`src/rtl/data_line_xfer_pkg.sv`:
```
// Shared definitions for the data RAM line-transfer sequencer: FSM state
// encoding and transfer direction codes.
package data_line_xfer_pkg;

    typedef enum logic [2:0] {
        ST_IDLE = 3'd0,
        ST_FILL = 3'd1,
        ST_RD   = 3'd2,
        ST_CAP  = 3'd3,
        ST_OUT  = 3'd4,
        ST_DONE = 3'd5
    } xfer_state_t;

    localparam logic DIR_FILL  = 1'b0;
    localparam logic DIR_FLUSH = 1'b1;

endpackage

```
`src/rtl/data_line_xfer.sv`:
```
// Line-transfer sequencer: fills N lines from the external stream into the data
// RAM "all" port, or flushes N lines from the RAM out to the external stream.
module data_line_xfer
    import data_line_xfer_pkg::*;
#(
    parameter int DWIDTH = 11,
    localparam int LW = DWIDTH - 2
) (
    input  logic          clk,
    input  logic          rst_n,
    input  logic          cmd_valid,
    output logic          cmd_ready,
    input  logic          cmd_dir,
    input  logic [LW-1:0] cmd_line,
    input  logic [LW-1:0] cmd_cnt,
    input  logic          ext_rvalid,
    input  logic [127:0]  ext_rdata,
    output logic          ext_rready,
    output logic          ext_wvalid,
    output logic [127:0]  ext_wdata,
    input  logic          ext_wready,
    output logic [LW-1:0] ram_radr_all,
    output logic          ram_ren_all,
    input  logic [127:0]  ram_rdata_all,
    output logic [LW-1:0] ram_wadr_all,
    output logic [127:0]  ram_wdata_all,
    output logic          ram_wen_all,
    output logic          cpu_stall,
    output logic          xfer_done
);

    xfer_state_t   state_q, state_d;
    logic [LW-1:0] line_q, line_d;
    logic [LW-1:0] rem_q, rem_d;
    logic [127:0]  wdata_q, wdata_d;

    always_ff @(posedge clk or negedge rst_n) begin
        if (!rst_n) begin
            state_q <= ST_IDLE;
            line_q  <= '0;
            rem_q   <= '0;
            wdata_q <= '0;
        end else begin
            state_q <= state_d;
            line_q  <= line_d;
            rem_q   <= rem_d;
            wdata_q <= wdata_d;
        end
    end

    always_comb begin
        state_d       = state_q;
        line_d        = line_q;
        rem_d         = rem_q;
        wdata_d       = wdata_q;
        ext_rready    = 1'b0;
        ext_wvalid    = 1'b0;
        ram_radr_all  = '0;
        ram_ren_all   = 1'b0;
        ram_wadr_all  = '0;
        ram_wdata_all = '0;
        ram_wen_all   = 1'b0;
        xfer_done     = 1'b0;

        case (state_q)
            ST_IDLE: begin
                if (cmd_valid) begin
                    line_d  = cmd_line;
                    rem_d   = cmd_cnt;
                    state_d = (cmd_dir == DIR_FLUSH) ? ST_RD : ST_FILL;
                end
            end
            // Fill beats are written straight through to the RAM in the
            // cycle they arrive, giving one line per cycle.
            ST_FILL: begin
                ext_rready = 1'b1;
                if (ext_rvalid) begin
                    ram_wen_all   = 1'b1;
                    ram_wadr_all  = line_q;
                    ram_wdata_all = ext_rdata;
                    line_d        = line_q + 1'b1;
                    rem_d         = rem_q - 1'b1;
                    if (rem_q == '0) begin
                        state_d = ST_DONE;
                    end
                end
            end
            ST_RD: begin
                ram_ren_all  = 1'b1;
                ram_radr_all = line_q;
                state_d      = ST_CAP;
            end
            // RAM data lands one cycle after ren; the port stays claimed so
            // the CPU cannot disturb the read in flight.
            ST_CAP: begin
                ram_ren_all  = 1'b1;
                ram_radr_all = line_q;
                wdata_d      = ram_rdata_all;
                state_d      = ST_OUT;
            end
            ST_OUT: begin
                ext_wvalid = 1'b1;
                if (ext_wready) begin
                    line_d  = line_q + 1'b1;
                    rem_d   = rem_q - 1'b1;
                    state_d = (rem_q == '0) ? ST_DONE : ST_RD;
                end
            end
            ST_DONE: begin
                xfer_done = 1'b1;
                state_d   = ST_IDLE;
            end
            default: begin
                state_d = ST_IDLE;
            end
        endcase
    end

    assign ext_wdata = wdata_q;
    assign cmd_ready = (state_q == ST_IDLE);
    assign cpu_stall = (state_q != ST_IDLE) && (state_q != ST_DONE);

endmodule

```
`config.mk`:
```
export PLATFORM = sky130hd
export DESIGN_NAME = data_line_xfer
export DESIGN_NICKNAME = d
export VERILOG_FILES = /design/src/rtl/data_line_xfer_pkg.sv /design/src/rtl/data_line_xfer.sv
export SDC_FILE = /design/constraint.sdc
export NUM_CORES = 1
export LEC_CHECK = 0
export ABC_CLOCK_PERIOD_IN_PS = 1700
export BUFFER_PORTS_ARGS = -buffer_cell sky130_fd_sc_hd__buf_4
export CAP_MARGIN = 20
export CORE_AREA = 3 3 217 219
export DETAILED_ROUTE_END_ITERATION = 8
export DIE_AREA = 0 0 220 222
export PLACE_DENSITY = 0.38
export SLEW_MARGIN = 20
export SYNTH_ARGS = -nofsm -noshare
export SYNTH_HDL_FRONTEND = slang
export SYNTH_SLANG_ARGS = --single-unit
export TNS_END_PERCENT = 30
```
`constraint.sdc`:
```
create_clock -name clk -period 1.7 [get_ports clk]
set_input_delay 0.085 -clock clk [delete_from_list [all_inputs] [get_ports clk]]
set_output_delay 0.085 -clock clk [all_outputs]
set_load 0.03 [all_outputs]
```
==> results of run 1 <==
[sequential cells by signal, indices dropped and copies added (netlist names)]
name and cells:
line_q 9, state_q 3, ext_wdata 128, rem_q 9
[cells in the mapped netlist (all sizes together), types with 2 or more instances]
library cell / number
a21oi: 9
a22o: 2
a22oi: 3
a2bb2oi: 4
and2: 149
and3: 2
buf: 22
clkbuf: 17
dfrtp: 149
ha: 2
inv: 8
mux2: 130
mux2i: 11
nand2: 10
nand2b: 3
nand3: 2
nand4: 3
nor2: 14
nor2b: 5
nor3: 6
nor4: 3
o21ai: 13
o22ai: 4
o2bb2ai: 5
[area by class of cell]
cell class / instances / share of cell area (%)
Antenna cell: 3 / 0.0478
Timing Repair Buffer: 776 / 45.4
Clock inverter: 12 / 0.852
Tap cell: 600 / 4.78
Sequential cell: 149 / 23.8
Inverter: 8 / 0.191
Clock buffer: 20 / 2.91
Multi-Input combinational cell: 395 / 22.1
[layer usage]
layer	share of wire (%)	vias up	GRT usage [%]
met5	0.049	-	0
met4	3.4	4	7.21
met3	11	46	7.98
met2	51	362	30.3
met1	35	3670	17.5
li1	-	3526	-
[per-stage QoR]
step / setup TNS, ns / power (W) / cell area, µm²
finish: -32.30 / 0.0313 / 15700
global placement: -0.398 / 0.0248 / 12400
detailed placement: -0.398 / 0.0248 / 12400
floorplan: -0.119 / 0.0169 / 7090
CTS: -40.15 / 0.0310 / 15400
global route: -49.05 / 0.0331 / 15700
[path summary, 6_finish.rpt]
path | from | end | slack, ns | cells past startpoint
worst max-delay path | state_q[2]$_DFFE_PN0P_ | ram_wdata_all[64] | -0.27 | 6
worst min-delay path | rst_n | ext_wdata[127]$_DFFE_PN0P_ | 0.08 | 2
worst max register to register | state_q[0]$_DFFE_PN0P_ | rem_q[0]$_DFFE_PN0P_ | 0 | 7
worst min register to register | rem_q[6]$_DFFE_PN0P_ | rem_q[6]$_DFFE_PN0P_ | 0.50 | 1
max in group asynchronous | rst_n | ext_wdata[73]$_DFFE_PN0P_ | 1.02 | 3
min in group clk | cmd_valid | line_q[5]$_DFFE_PN0P_ | 0.33 | 5
[critical path, stage by stage, from the launching register on]
cell and delay, ns:
dfrtp_2 0.42, nor2_4 0.12, and3_4 0.25, clkbuf_16 0.19
buf_6 0.13, and2_1 0.14, buf_6 0.15
[power groups by stage]
stage | Sequential [W] | Clock, W | Combinational [W]
floorplan | 0.00956 | 0 | 0.00732
global placement | 0.00655 | 0 | 0.0183
detailed placement | 0.00657 | 0 | 0.0183
CTS | 0.00655 | 0.00416 | 0.0203
global route | 0.00680 | 0.00430 | 0.0220
finish | 0.00654 | 0.00396 | 0.0208
[cell families after synthesis]
family / Yosys count
compound gates: 47
simple gates: 203
fa+ha+maj: 2
mux: 141
xor+xnor: 1
flops: 149
buf+inv: 47
[what timing repair did]
action                                  in CTS  in global routing
gates resized for setup                    202                 99
endpoints found under the setup margin     157                200
setup buffers                               11                  0
pin swaps                                   16                 29
cloned                                       3                  3
hold endpoints to repair                   297                  0
hold buffers                               150                  0
==> impl_metrics.tcl, run 1 <==
set metrics [dict create \
    clkSinkCount 149 \
    ir_drop_v 0.00105 \
    antenna_found_initial 6 \
    synth_top_family_by_area "multiplexers" \
    synth_edf_count 0 \
    h-tree-depth 4 \
    synth_compound_area_share_pct 4.47 \
    clkTransAtPathRegs_ns 0.07 \
    die_y_um 222 \
    pwr-share-clk_pct 12.6 \
    ant_nets 0 \
    async_flop_share_pct 100 \
    p_per_area_nw_per_um2 2000 \
    synth_area_um2 7090 \
    grt_usage_pct 17.2 \
    routed_wl_mm 43.0 \
    fill_cells 4633 \
    synth-seq-cells 149 \
    syn-num-nets 872 \
    status "finished with violations" \
    grt_start_max_net_pins 43 \
    dp_cells 1762 \
    cts-root-buf "clkbuf_16" \
    place.gp.congestion 0.820 \
    fin_crit_sh_pct 116 \
    pin_count 561 \
    violations "negative setup slack" \
    drv_cap 0 \
    hold_class "in -> async" \
    synth_top_cell_area_share_pct 52.6 \
    final_cell_mix "448 x buf_4, 150 x dlygate4sd3_1, 147 x dfrtp_1" \
    seqPwrFrac_pct 20.9 \
    arrival_ns 1.88 \
    yosys.area.top_type "dfrtp_1" \
    drt_pass1_iterations 4 \
    setup_viol 151 \
    relSlewSlack_pct 68.6 \
    route.detailed.drc 0 \
    pwr-share-comb_pct 66.5 \
    nNetsFinal 1629 \
    pre_cts_slack_ns -0.128 \
    worst-path-max-fanout 10 \
    tightest_slew_ns 0.467 \
    clk-insertion-delay-late_ns 0.48 \
    p_sw_w 0.0141 \
    clock_path_buffers 2 \
    die_w_um 220 \
    synthAdderAreaFrac_pct 0.353 \
    ys_types 43 \
    yosys-top-cells-area "dfrtp_1 53%, mux2_2 21%, and2_1 13%" \
    fin_skew_ns 0.0142 \
    die-area_um2 48800 \
    final_common_cell "buf_4" \
    postLayoutCoreUtil_pct 34.7 \
    start_util_pct 15.7 \
    start_kind "register" \
    switching_share_pct 45.0 \
    grt_pass1_vias 8252 \
    whs_ns 0.0771 \
    fmax_ghz 0.508 \
    yosysSeqAreaShare_pct 52.6 \
    internal_power_w 0.0172 \
    crit_type "reg -> out" \
    required_ns 1.62 \
    final_hold_viol_count 0 \
    drv_slew 0 \
    multi_input_area_um2 3470 \
    synthSimpleGateAreaFrac_pct 17.3 \
    numCtsBuffers 17 \
    drtIter0Drc 191 \
    cts_tree "built" \
    port_buffers 560 \
    leakage_nw 7.44 \
    syn_area_per_cell_um2 12.0 \
    hpwl_mm 34.5 \
    synth_mux_area_share_pct 22.2 \
    rows 78 \
    routed-via-count 7608 \
    ys_warn_count 0 \
    instances_no_fill 1963 \
    coreArea_um2 45300 \
    grt_pass1_wl_mm 59.6 \
    worst_setup_path_end_kind "primary output" \
    syn_inst 590 \
    grt.overflow.total 0 \
    syn2layout_area_growth_pct 122 \
    setup_slack_ns -0.269 \
    synth_xor_area_share_pct 0.124 \
    viasPerCell 3.88 \
    rsz0062_at_grt "true" \
    period_minus_slack_ns 1.97 \
    drive_gt1_share_pct 65.8 \
    wire_per_inst_um 21.9 \
    synth-main-ff-cell "dfrtp_1" \
    seq_area_um2 3730 \
]
(Power assumes the default switching activity.)
==> inputs of run 2 (changes only) <==
- PLACE_DENSITY: 0.38 -> 0.44
==> run 2 against run 1 <==
- the flow still finishes with violations (negative setup slack)
- routed wire length fell by 11%
- largest cell class unchanged
- sequential share of layout area about the same
- power is 0.26% lower
- die area did not move
- register-to-register slack got worse by 0.10 ns
- flip-flop and latch count unchanged
- sequential power increased by 1%
- largest power group unchanged
==> impl_metrics.tcl, run 2 (synthesis gave the netlist of run 1 again) <==
set metrics [dict create \
    coreArea_um2 45300 \
    start_util_pct 15.7 \
    final_cell_mix "452 x buf_4, 148 x dlygate4sd3_1, 147 x dfrtp_1" \
    worst_r2r_endpoint "ext_wdata[31]$_DFFE_PN0P_" \
    ir_drop_v 0.000972 \
    pin_count 561 \
    hold_class "in -> reg" \
    grt.overflow.total 0 \
    critPathLaunch "state_q[2]$_DFFE_PN0P_" \
    clk-insertion-delay-late_ns 0.45 \
    holdPathStages 4 \
    grt_start_max_net_pins 43 \
    multi_input_area_um2 3470 \
    n_antenna_cell 0 \
    routed_wl_mm 38.4 \
    drt_pass1_iterations 4 \
    viasPerCell 3.90 \
    whs_ns 0.0551 \
    crit_type "reg -> out" \
    route.detailed.drc 0 \
    grt_pass1_wl_mm 53.4 \
    fin_skew_ns 0.0112 \
    start_kind "register" \
    cp_slowest_stage_delay_ns 0.43 \
    rrSetupSlack_ns -0.10 \
    antenna_found_initial 2 \
    seqPwrFrac_pct 21.1 \
    internal_power_w 0.0174 \
    ff2ff_path_depth 7 \
    p_per_area_nw_per_um2 1990 \
    syn2layout_area_growth_pct 121 \
    finalSetupTns_ns -38.58 \
    port_buffers 560 \
    p_sw_w 0.0139 \
    clkSinkCount 149 \
    placed_area_um2 12400 \
    final_hold_viol_count 0 \
    worst_setup_path_end_kind "primary output" \
    numCtsBuffers 17 \
    switching_share_pct 44.4 \
    hpwl_mm 30.5 \
    leakage_nw 7.44 \
    pwr-share-comb_pct 66.2 \
    required_ns 1.62 \
    die-area_um2 48800 \
    grt_usage_pct 14.9 \
    cts-root-buf "clkbuf_16" \
    power_w 0.0313 \
    largest_reg_flops 128 \
    fin_crit_sh_pct 115 \
    grt_pass1_vias 8155 \
    rr_startpoint "state_q[2]$_DFFE_PN0P_" \
    nNetsFinal 1626 \
    wire_per_inst_um 19.6 \
    seq_area_um2 3730 \
    fill_cells 4594 \
    period_minus_slack_ns 1.96 \
    drive_gt1_share_pct 66.5 \
    rows 78 \
    final_common_cell "buf_4" \
    cp_slowest_cell "dfrtp_2" \
    relSlewSlack_pct 69.8 \
    routed-via-count 7625 \
    worst-path-max-fanout 12 \
    tightest_slew_ns 0.453 \
    endpoint "ram_wdata_all[34]" \
    violations "negative setup slack" \
    drtIter0Drc 244 \
    clock_path_buffers 2 \
    fmax_ghz 0.510 \
    setup_viol 276 \
    drv_cap 0 \
    drv_slew 0 \
    die_w_um 220 \
    path_cells "nor2_4 > and3_4 > buf_12 > clkbuf_16 > and2_1 > buf_6" \
    rsz0062_at_grt "true" \
    cts_tree "built" \
    die_y_um 222 \
    place.gp.congestion 0.807 \
    pwr-share-clk_pct 12.7 \
    setup_slack_ns -0.261 \
    ant_nets 0 \
    stdcell_area_um2 15700 \
    arrival_ns 1.88 \
    clkTransAtPathRegs_ns 0.06 \
    h-tree-depth 4 \
    status "finished with violations" \
]
[run 2: area by class of cell]
cell class	count	area share, %
Clock inverter	14	1.07
Inverter	8	0.191
Sequential cell	149	23.8
Timing Repair Buffer	774	45.2
Clock buffer	18	2.80
Multi-Input combinational cell	394	22.1
Tap cell	600	4.78
[run 2: metrics by stage]
step / std cells / utilization [%] / worst slack, ns
after global routing: 1957 / 34.6 / -0.352
after global placement: 1762 / 27.3 / -0.0812
after floorplan: 590 / - / -0.0601
final: 1957 / 34.6 / -0.261
after CTS: 1948 / 33.6 / -0.317
after detailed placement: 1762 / 27.3 / -0.152
[run 2: what timing repair did]
action	4_1_cts	5_1_grt
hold endpoints to repair	278	0
cloned	2	4
pin swaps	16	21
setup endpoints to repair	156	298
hold buffers	148	0
setup buffers	4	5
resized for setup	183	120
[run 2: power groups by stage]
stage / logic (W) / registers [W] / clock network [W]
final: 0.0207 / 0.00661 / 0.00396
after global routing: 0.0218 / 0.00687 / 0.00427
after CTS: 0.0198 / 0.00662 / 0.00412
after detailed placement: 0.0182 / 0.00664 / 0
after global placement: 0.0182 / 0.00659 / 0
after floorplan: 0.00732 / 0.00956 / 0
[run 2: worst min path at each step]
stage	from	endpoint	slack, ns
after global routing	cmd_cnt[4]	rem_q[4]$_DFFE_PN0P_	0.04
final	cmd_cnt[4]	rem_q[4]$_DFFE_PN0P_	0.06
after CTS	cmd_cnt[4]	rem_q[4]$_DFFE_PN0P_	0.03
after detailed placement	rst_n	ext_wdata[125]$_DFFE_PN0P_	0.04
after global placement	rst_n	ext_wdata[125]$_DFFE_PN0P_	0.04
after floorplan	rst_n	ext_wdata[0]$_DFFE_PN0P_	-0.21
[run 2: metal layers]
layer	track usage (%)	share of wire, %	vias up
met5	0	0.021	-
met4	5.84	2.8	2
met3	5.36	9.0	41
met2	28.1	54	346
met1	14.8	34	3726
li1	-	-	3510
[run 2: worst max-delay path, delay by kind of cell, from the launching register on]
kind	cells	cell delay (ns)
flip-flops	1	0.43
buffers and inverters	3	0.47
AND/OR/NAND/NOR	3	0.52
==> inputs of run 3 (changes only) <==
- PLACE_DENSITY: 0.44 -> 0.42
==> run 3 against run 2 <==
- the flow still finishes with violations (negative setup slack)
- cell count grew 0.20%
- non-clock buffer count grew 2
- worst setup slack lost 0.061 ns
- sequential share of layout area shrank 0.53 points
- routed wire length grew 6.5%
- fmax shrank 3.0%
- clock power grew 2%
- worst hold slack lost 0.019 ns
- combinational power grew 4%
- power grew 3.4%
- sequential power is essentially flat
==> impl_metrics.tcl, run 3 (synthesis gave the netlist of run 1 again) <==
set metrics [dict create \
    setup_slack_ns -0.321 \
    crit_type "reg -> out" \
    viasPerCell 3.90 \
    drv_slew 0 \
    die-area_um2 48800 \
    fmax_ghz 0.495 \
    numCtsBuffers 17 \
    holdPathStages 4 \
    nNetsFinal 1628 \
    grt_start_max_net_pins 54 \
    clk-insertion-delay-late_ns 0.44 \
    drv_cap 0 \
    route.detailed.drc 0 \
    start_util_pct 15.7 \
    coreArea_um2 45300 \
    largest_reg_flops 128 \
    drt_pass1_iterations 4 \
    hold_class "in -> reg" \
    period_minus_slack_ns 2.02 \
    status "finished with violations" \
    fin_skew_ns 0.00637 \
    postLayoutCoreUtil_pct 35.4 \
    die_y_um 222 \
    final_hold_viol_count 0 \
    clkTransAtPathRegs_ns 0.06 \
    ff2ff_path_depth 7 \
    relSlewSlack_pct 72.4 \
    stdcell_area_um2 16000 \
    setup_viol 172 \
    port_buffers 560 \
    cts_tree "built" \
    ant_nets 0 \
    drtIter0Drc 271 \
    pin_count 561 \
    ir_drop_v 0.000989 \
    worst_setup_path_end_kind "primary output" \
    violations "negative setup slack" \
    leakage_nw 7.66 \
    antenna_found_initial 4 \
    routed-via-count 7653 \
    grt_usage_pct 16.0 \
    clkSinkCount 149 \
    final_cell_mix "449 x buf_4, 147 x dfrtp_1, 146 x dlygate4sd3_1" \
    fin_crit_sh_pct 119 \
    start_kind "register" \
    rows 78 \
    cts-root-buf "clkbuf_16" \
    grt.overflow.total 0 \
    routed_wl_mm 40.9 \
    hpwl_mm 31.3 \
    grt_pass1_wl_mm 57.0 \
    grt_pass1_vias 8246 \
    placed_area_um2 12300 \
    worst-path-max-fanout 8 \
    p_per_area_nw_per_um2 2010 \
    place.gp.congestion 0.815 \
    clock_path_buffers 2 \
    arrival_ns 1.94 \
    drive_gt1_share_pct 69.3 \
    final_common_cell "buf_4" \
    wire_per_inst_um 20.9 \
    syn2layout_area_growth_pct 126 \
    required_ns 1.62 \
    rsz0062_at_grt "true" \
    die_w_um 220 \
    tightest_slew_ns 0.410 \
    h-tree-depth 4 \
]
## run 3: cell types whose count changed in the layout (fill, tap and decap cells not counted), sizes merged
cell	previous run	this run
clkbuf	21	25
inv	14	11
bufinv	2	3
dlygate4sd3	148	146
diode	0	2
buf	623	624
clkinvlp	2	3
## run 3: power by group
part           switching, W  internal, W  leakage [nW]
registers           0.00121      0.00543          1.74
logic                0.0112       0.0104          5.63
clock network       0.00167      0.00237         0.292
total                0.0141       0.0182          7.66
## run 3: what timing repair did
| action | CTS | global route |
|---|---|---|
| cloned | 5 | 9 |
| hold buffers | 145 | 1 |
| pin swaps | 35 | 56 |
| endpoints found under the setup margin | 158 | 291 |
| resized for setup | 220 | 149 |
| buffers inserted | 8 | 2 |
| hold endpoints to repair | 294 | 1 |
## run 3: path summary, 6_finish.rpt
path,to,from,slack [ns]
worst max-delay path,ram_wdata_all[124],state_q[1]$_DFFE_PN0P_,-0.32
worst min-delay path,state_q[2]$_DFFE_PN0P_,ext_wready,0.04
worst max register to register,ext_wdata[38]$_DFFE_PN0P_,state_q[0]$_DFFE_PN0P_,-0.03
worst min register to register,rem_q[1]$_DFFE_PN0P_,rem_q[1]$_DFFE_PN0P_,0.50
max in group asynchronous,ext_wdata[101]$_DFFE_PN0P_,rst_n,0.97
min in group asynchronous,ext_wdata[4]$_DFFE_PN0P_,rst_n,0.05
## run 3: metrics by stage
stage	hold slack [ns]	TNS (ns)	instances	power, W	worst slack (ns)
detailed placement	-0.0448	-0.352	1757	0.0247	-0.115
global route	0.0478	-54.69	1961	0.0340	-0.385
CTS	-0.0850	-41.36	1947	0.0311	-0.352
global placement	-0.0416	-0.328	1757	0.0246	-0.118
floorplan	-0.211	-0.119	590	0.0169	-0.0601
finish	0.0360	-37.64	1961	0.0323	-0.321
## run 3: critical path, cell delays in order, from the launching register on
cell and delay [ns]:
dfrtp_2 0.43, nor2_4 0.13, and3_4 0.27, clkbuf_16 0.21, clkbuf_16 0.17, and2_4 0.15
buf_8 0.13
## run 3: cell type report
| class | instances | area (µm²) |
|---|---|---|
| fillers | 4561 | 29200 |
| repair buffers | 776 | 7310 |
| flip-flops and latches | 149 | 3730 |
| multi-input cells | 394 | 3600 |
| well taps | 600 | 751 |
| clock buffers | 19 | 443 |
| clock inverters | 13 | 173 |
| inverters | 8 | 30.0 |
| diodes | 2 | 5.00 |
## run 3: layer usage
layer,routed length (µm),part of all wire (%),GRT usage (%)
met5,13,0.032,0
met4,1370,3.4,6.09
met3,3560,8.7,5.61
met2,22000,54,30.1
met1,13900,34,15.9
